--- config.mk ---
export PLATFORM = sky130hd
export DESIGN_NAME = multimode_demod_flat
export DESIGN_NICKNAME = d
export VERILOG_FILES = /design/src/rtl/multimode_demod_if.sv /design/src/rtl/multimode_demod.sv /design/src/flat_wrapper.sv
export SDC_FILE = /design/constraint.sdc
export NUM_CORES = 1
export LEC_CHECK = 0
export ABC_AREA = 1
export CAP_MARGIN = 15
export CORE_MARGIN = 3
export CORE_UTILIZATION = 60
export CTS_CLUSTER_SIZE = 28
export DETAILED_ROUTE_END_ITERATION = 7
export PLACE_DENSITY = 0.77
export SYNTH_ARGS = -nofsm -noshare
export SYNTH_HDL_FRONTEND = slang
export SYNTH_SLANG_ARGS = --single-unit
--- constraint.sdc ---
create_clock -name clk -period 5.4 [get_ports clk]
set_clock_uncertainty 0.2 [all_clocks]
set_input_delay 1.08 -clock clk [delete_from_list [all_inputs] [get_ports clk]]
set_output_delay 1.08 -clock clk [all_outputs]
set_load 0.005 [all_outputs]
--- src/rtl/multimode_demod_if.sv ---
// Sample-stream and recovered-bit signals shared by the demodulator and whatever drives it.
interface multimode_demod_if;
    logic [1:0] mode;
    logic [6:0] sample_in;
    logic       sample_valid;
    logic       sym_sync;
    logic       bit_out;
    logic       bit_valid;
    logic       carrier_det;

    modport master (
        output mode, sample_in, sample_valid, sym_sync,
        input  bit_out, bit_valid, carrier_det
    );

    modport slave (
        input  mode, sample_in, sample_valid, sym_sync,
        output bit_out, bit_valid, carrier_det
    );
endinterface

--- src/rtl/multimode_demod.sv ---
// ASK / FSK / BPSK symbol demodulator for a 7-bit offset-binary sample stream
// (64 = zero level); one bit is recovered per SPS valid samples.
module multimode_demod #(
    parameter int SPS         = 16,
    parameter int CARRIER_LEN = 8,
    parameter int ASK_THRESH  = 256,
    parameter int FSK_THRESH  = 6,
    parameter int ACC_W       = 12
) (
    input  logic               clk,
    input  logic               rst,
    multimode_demod_if.slave   bus
);
    localparam int SYM_W = $clog2(SPS);
    localparam int CAR_W = $clog2(CARRIER_LEN);
    localparam logic [SYM_W-1:0] SYM_LAST = SYM_W'(SPS - 1);
    localparam logic [CAR_W-1:0] CAR_LAST = CAR_W'(CARRIER_LEN - 1);
    localparam logic [CAR_W-1:0] CAR_HALF = CAR_W'(CARRIER_LEN / 2);
    localparam logic [ACC_W-1:0] ASK_T    = ACC_W'(ASK_THRESH);
    localparam logic [ACC_W-1:0] FSK_T    = ACC_W'(FSK_THRESH);
    localparam logic [ACC_W-1:0] ACC_ONE  = ACC_W'(1'b1);

    logic [1:0]              mode_q_r;
    logic [SYM_W-1:0]        sym_cnt_r;
    logic [CAR_W-1:0]        car_cnt_r;
    logic [ACC_W-1:0]        energy_r;
    logic [ACC_W-1:0]        crossings_r;
    logic signed [ACC_W-1:0] corr_r;
    logic                    prev_sign_r;
    logic                    prev_valid_r;
    logic                    bit_out_r;
    logic                    bit_valid_r;
    logic                    carrier_det_r;

    logic                    sign_s;
    logic [6:0]              mag_s;
    logic signed [7:0]       d_s;
    logic signed [ACC_W-1:0] d_ext_s;
    logic [ACC_W-1:0]        energy_sum_s;
    logic [ACC_W-1:0]        cross_sum_s;
    logic signed [ACC_W-1:0] corr_sum_s;
    logic                    decision_s;
    logic                    clear_s;
    logic                    sym_end_s;

    // Per-sample arithmetic and the symbol decision on totals that include the current sample.
    always_comb begin
        sign_s  = (bus.sample_in >= 7'd64);
        d_s     = $signed({1'b0, bus.sample_in} - 8'd64);
        d_ext_s = {{(ACC_W-8){d_s[7]}}, d_s};
        if (sign_s) begin
            mag_s = bus.sample_in - 7'd64;
        end else begin
            mag_s = 7'd64 - bus.sample_in;
        end
        energy_sum_s = energy_r + {{(ACC_W-7){1'b0}}, mag_s};
        if (prev_valid_r && (sign_s != prev_sign_r)) begin
            cross_sum_s = crossings_r + ACC_ONE;
        end else begin
            cross_sum_s = crossings_r;
        end
        // First half of the reference carrier period counts as +1, second half as -1.
        if (car_cnt_r < CAR_HALF) begin
            corr_sum_s = corr_r + d_ext_s;
        end else begin
            corr_sum_s = corr_r - d_ext_s;
        end
        case (mode_q_r)
            2'b00:   decision_s = (energy_sum_s >= ASK_T);
            2'b01:   decision_s = (cross_sum_s >= FSK_T);
            2'b10:   decision_s = corr_sum_s[ACC_W-1];
            default: decision_s = 1'b0;
        endcase
        clear_s   = bus.sym_sync || (bus.mode != mode_q_r);
        sym_end_s = (sym_cnt_r == SYM_LAST);
    end

    // Symbol/carrier counters, accumulators and registered outputs.
    always_ff @(posedge clk) begin
        if (rst) begin
            mode_q_r      <= 2'b00;
            sym_cnt_r     <= '0;
            car_cnt_r     <= '0;
            energy_r      <= '0;
            crossings_r   <= '0;
            corr_r        <= '0;
            prev_sign_r   <= 1'b0;
            prev_valid_r  <= 1'b0;
            bit_out_r     <= 1'b0;
            bit_valid_r   <= 1'b0;
            carrier_det_r <= 1'b0;
        end else begin
            mode_q_r    <= bus.mode;
            bit_valid_r <= 1'b0;
            if (clear_s) begin
                // A sample arriving with a clear is dropped; outputs keep their last values.
                sym_cnt_r    <= '0;
                car_cnt_r    <= '0;
                energy_r     <= '0;
                crossings_r  <= '0;
                corr_r       <= '0;
                prev_valid_r <= 1'b0;
            end else if (bus.sample_valid) begin
                prev_sign_r  <= sign_s;
                prev_valid_r <= 1'b1;
                car_cnt_r    <= (car_cnt_r == CAR_LAST) ? '0 : car_cnt_r + CAR_W'(1'b1);
                if (sym_end_s) begin
                    bit_valid_r   <= 1'b1;
                    bit_out_r     <= decision_s;
                    carrier_det_r <= (energy_sum_s >= ASK_T);
                    sym_cnt_r     <= '0;
                    energy_r      <= '0;
                    crossings_r   <= '0;
                    corr_r        <= '0;
                end else begin
                    sym_cnt_r   <= sym_cnt_r + SYM_W'(1'b1);
                    energy_r    <= energy_sum_s;
                    crossings_r <= cross_sum_s;
                    corr_r      <= corr_sum_s;
                end
            end else begin
                sym_cnt_r <= sym_cnt_r;
            end
        end
    end

    assign bus.bit_out     = bit_out_r;
    assign bus.bit_valid   = bit_valid_r;
    assign bus.carrier_det = carrier_det_r;
endmodule

--- src/flat_wrapper.sv ---
// flat-port wrapper written by rule: the top's interface ports become plain ports
module multimode_demod_flat 
#(
    parameter int SPS         = 16,
    parameter int CARRIER_LEN = 8,
    parameter int ASK_THRESH  = 256,
    parameter int FSK_THRESH  = 6,
    parameter int ACC_W       = 12
)
  (clk, rst, bus_mode, bus_sample_in, bus_sample_valid, bus_sym_sync, bus_bit_out, bus_bit_valid, bus_carrier_det);
  multimode_demod_if bus_i ();
  input  logic clk;
  input  logic rst;
  input wire logic [$bits(bus_i.mode)-1:0] bus_mode;
  input wire logic [$bits(bus_i.sample_in)-1:0] bus_sample_in;
  input wire logic [$bits(bus_i.sample_valid)-1:0] bus_sample_valid;
  input wire logic [$bits(bus_i.sym_sync)-1:0] bus_sym_sync;
  output wire logic [$bits(bus_i.bit_out)-1:0] bus_bit_out;
  output wire logic [$bits(bus_i.bit_valid)-1:0] bus_bit_valid;
  output wire logic [$bits(bus_i.carrier_det)-1:0] bus_carrier_det;
  assign bus_i.mode = bus_mode;
  assign bus_i.sample_in = bus_sample_in;
  assign bus_i.sample_valid = bus_sample_valid;
  assign bus_i.sym_sync = bus_sym_sync;
  assign bus_bit_out = bus_i.bit_out;
  assign bus_bit_valid = bus_i.bit_valid;
  assign bus_carrier_det = bus_i.carrier_det;
  multimode_demod #(.SPS(SPS), .CARRIER_LEN(CARRIER_LEN), .ASK_THRESH(ASK_THRESH), .FSK_THRESH(FSK_THRESH), .ACC_W(ACC_W)) u_core (.clk(clk), .rst(rst), .bus(bus_i));
endmodule
==> flow_metrics.env <==
export IMPL_utilization=0.6906
export IMPL_mostFrequentLayoutCell="nand2_1"
export IMPL_start_util=0.6336
export IMPL_area_growth_pct=8.996
export IMPL_ys_ff_latch=50
export IMPL_post_cts_resized=0
export IMPL_setup_viol=0
export IMPL_worst_skew_pair_late_latency_ns=0.31
export IMPL_rsz0062_at_grt="false"
export IMPL_io_pins=16
export IMPL_place_congestion=0.8709
export IMPL_worst_path_max_fanout=5
export IMPL_fillers=491
export IMPL_final_hold_violation_count=0
export IMPL_synthesis_instances=555
export IMPL_coreArea_sq_um=5642
export IMPL_grt_start_max_net_pins=43
export IMPL_hp_class="flip-flop to flip-flop"
export IMPL_nets=602
export IMPL_clkSinkCount=50
export IMPL_cp_start_kind="input port"
export IMPL_drt_pass1_iterations=5
export IMPL_dpl_hpwl_um=5925
export IMPL_ys_warn_count=0
export IMPL_finalNonFillerCells=636
export IMPL_clock_path_buffers=2
export IMPL_cts_tree="done"
export IMPL_antenna_found_initial=0
export IMPL_synth_seq_area_share=0.2800
export IMPL_cts_hold_buf=0
export IMPL_wl_per_cell_um=12.79
export IMPL_p_per_area_nw_per_um2=210.7
export IMPL_syn_nets=594
export IMPL_critical_path_arrival_ns=4.69
export IMPL_async_reset_ff_frac=0
export IMPL_vias=3428
export IMPL_drtAntennaViolNets=0
export IMPL_grt_pass1_vias=3248
export IMPL_cts_inserted_buffers=5
export IMPL_fin_area_sq_um=3896
export IMPL_viasPerCell=5.390
export IMPL_drv_cap=0
export IMPL_dieArea_sq_um=6920
export IMPL_outcome="finished, final reports clean"
export IMPL_min_period_over_period=0.8632
export IMPL_dpl_cell_count=628
export IMPL_drive_gt1_frac=0.06206
export IMPL_drt_iter0_drc=164
export IMPL_ys_types=42
export IMPL_final_cell_mix="nand2_1 (162), inv_1 (69), a21oi_1 (54), dfxtp_1 (50), nor2_1 (42)"
export IMPL_tightestPinTransition_ns=0.7602
export IMPL_fin_ws_ns=0.7385
export IMPL_cts_setup_buffers=0
export IMPL_max_freq_mhz=214.5
export IMPL_critPathRequiredTime_ns=5.42
export IMPL_syn_cell_area_sq_um=3575
export IMPL_cts_max_level=2
export IMPL_slew_headroom=0.4925
export IMPL_syn_area_per_cell_sq_um=6.441
export IMPL_place_area_sq_um=3754
export IMPL_die_w_um=83.19
export IMPL_period_minus_slack_ns=4.661
export IMPL_clk_pin_slew_ns=0.09
export IMPL_wl_um=8133
export IMPL_critPathKind="input port to flip-flop"
export IMPL_dp_slack_ns=0.4673
export IMPL_grt_pass1_wl_um=14330
export IMPL_cp_end_kind="flip-flop"
export IMPL_slew_viol_final=0
export IMPL_fin_tns_setup_ns=0
export IMPL_grt_overflow_total=0
export IMPL_synth_edf_count=0
export IMPL_io_buffers=15
export IMPL_num_rows=27
export IMPL_root_buffer="clkbuf_8"
export IMPL_synth_ff_type="dfxtp_1"
export IMPL_grt_usage=0.2465
export IMPL_regToRegSetupSlack_ns=2.58
export IMPL_p_leak_uw=0.001679
export IMPL_drc=0
export IMPL_ir_drop_v=0.0001424
export IMPL_die_y_um=83.19
export IMPL_n_antenna_cell=0
Yosys cell counts, types with 4 or more instances:
| master | number | area share |
|---|---|---|
| nand2_1 | 162 | 0.17 |
| nor3_1 | 7 | 0.0098 |
| nand3b_1 | 4 | 0.0084 |
| xor2_1 | 8 | 0.020 |
| inv_1 | 69 | 0.072 |
| nand3_1 | 33 | 0.046 |
| xnor2_1 | 4 | 0.0098 |
| buf_2 | 7 | 0.0098 |
| o22ai_1 | 4 | 0.0070 |
| o21ai_0 | 26 | 0.036 |
| nor2_1 | 42 | 0.044 |
| dfxtp_1 | 50 | 0.28 |
| nand2_2 | 5 | 0.0088 |
| nand4_1 | 6 | 0.011 |
| clkbuf_1 | 8 | 0.0084 |
| ha_1 | 24 | 0.084 |
| a21oi_1 | 54 | 0.076 |
| nor2_2 | 6 | 0.011 |
final cells by class:
| type | instances | area (sq um) | share of cell area |
|---|---|---|---|
| clock buffer | 6 | 82.58 | 0.02119 |
| clock inverter | 2 | 60.06 | 0.01541 |
| inverter | 71 | 266.5 | 0.06840 |
| multi-input combinational | 418 | 2231 | 0.5726 |
| sequential | 50 | 1001 | 0.2569 |
| tap | 72 | 90.09 | 0.02312 |
| timing repair buffer | 17 | 165.2 | 0.04239 |
power by group:
group	internal [uW]	switching, uW	leakage [uW]
combinational	42.2	75.2	0.00120
clock	198	130	0.0000714
sequential	373	2.96	0.000404
worst paths after layout:
| check | start | end | depth (start not counted) |
|---|---|---|---|
| setup / recovery | bus_sample_in[0] | u_core.bus.bit_out | 23 |
| hold / removal | u_core.car_cnt_r[1] | u_core.car_cnt_r[1] | 2 |
| setup reg to reg | u_core.car_cnt_r[2] | u_core.corr_r[9] | 11 |
| hold reg to reg | u_core.car_cnt_r[1] | u_core.car_cnt_r[1] | 2 |
routing by layer:
| metal | up-vias | global-route usage | share of wire |
|---|---|---|---|
| li1 | 1809 | - | - |
| met3 | 8 | 0.04563 | 0.046 |
| met4 | 0 | 0.06538 | 0.010 |
| met1 | 1550 | 0.3262 | 0.48 |
| met2 | 61 | 0.4118 | 0.46 |
| met5 | - | 0 | 0 |
sequential cells by signal, summed over array words and instances (netlist names):
name and count:
u_core.bus.bit_valid 1, u_core.crossings_r 12, u_core.bus.bit_out 1, u_core.prev_sign_r 1
u_core.mode_q_r 2, u_core.sym_cnt_r 4, u_core.energy_r 12, u_core.bus.carrier_det 1
u_core.corr_r 12, u_core.car_cnt_r 3, u_core.prev_valid_r 1
metrics by stage:
| stage | hold WS, ns | total power, uW |
|---|---|---|
| final | 0.2709 | 820.8 |
| after CTS | 0.2746 | 826.5 |
| after floorplan | 0.2446 | 466.1 |
| after global placement | 0.2521 | 496.6 |
| after detailed placement | 0.2606 | 499.8 |
| after global routing | 0.2962 | 857.0 |
worst max-delay path, cell delays in order:
cell and delay, ns:
clkdlybuf4s50_1 0.49, inv_1 0.11, ha_1 0.19, nand2_1 0.08, nor4_1 0.33, nand2_1 0.13, ha_1 0.27, o21ai_0 0.27
inv_1 0.10, fa_1 0.46, nand3b_1 0.18, nand2_1 0.14, nand2_1 0.10, nand2_1 0.12, nand2_1 0.06, nand2_1 0.05
nand2_1 0.07, nor2_2 0.12, nand3_1 0.08, nand3_1 0.07, nand3_1 0.07, nand2_1 0.07, inv_1 0.03
cells by family (layout without fill, tap and decap cells):
logic type | after synthesis | in the layout | share of synthesized area
AND/OR/NAND/NOR | 275 | 275 | 0.3343
AO/OA/AOI/OAI | 104 | 104 | 0.1607
buffers and inverters | 87 | 96 | 0.09591
flip-flops | 50 | 50 | 0.2800
adder cells (fa/ha/maj) | 26 | 26 | 0.09521
XOR/XNOR | 13 | 13 | 0.03395
(Power assumes the default switching activity.)
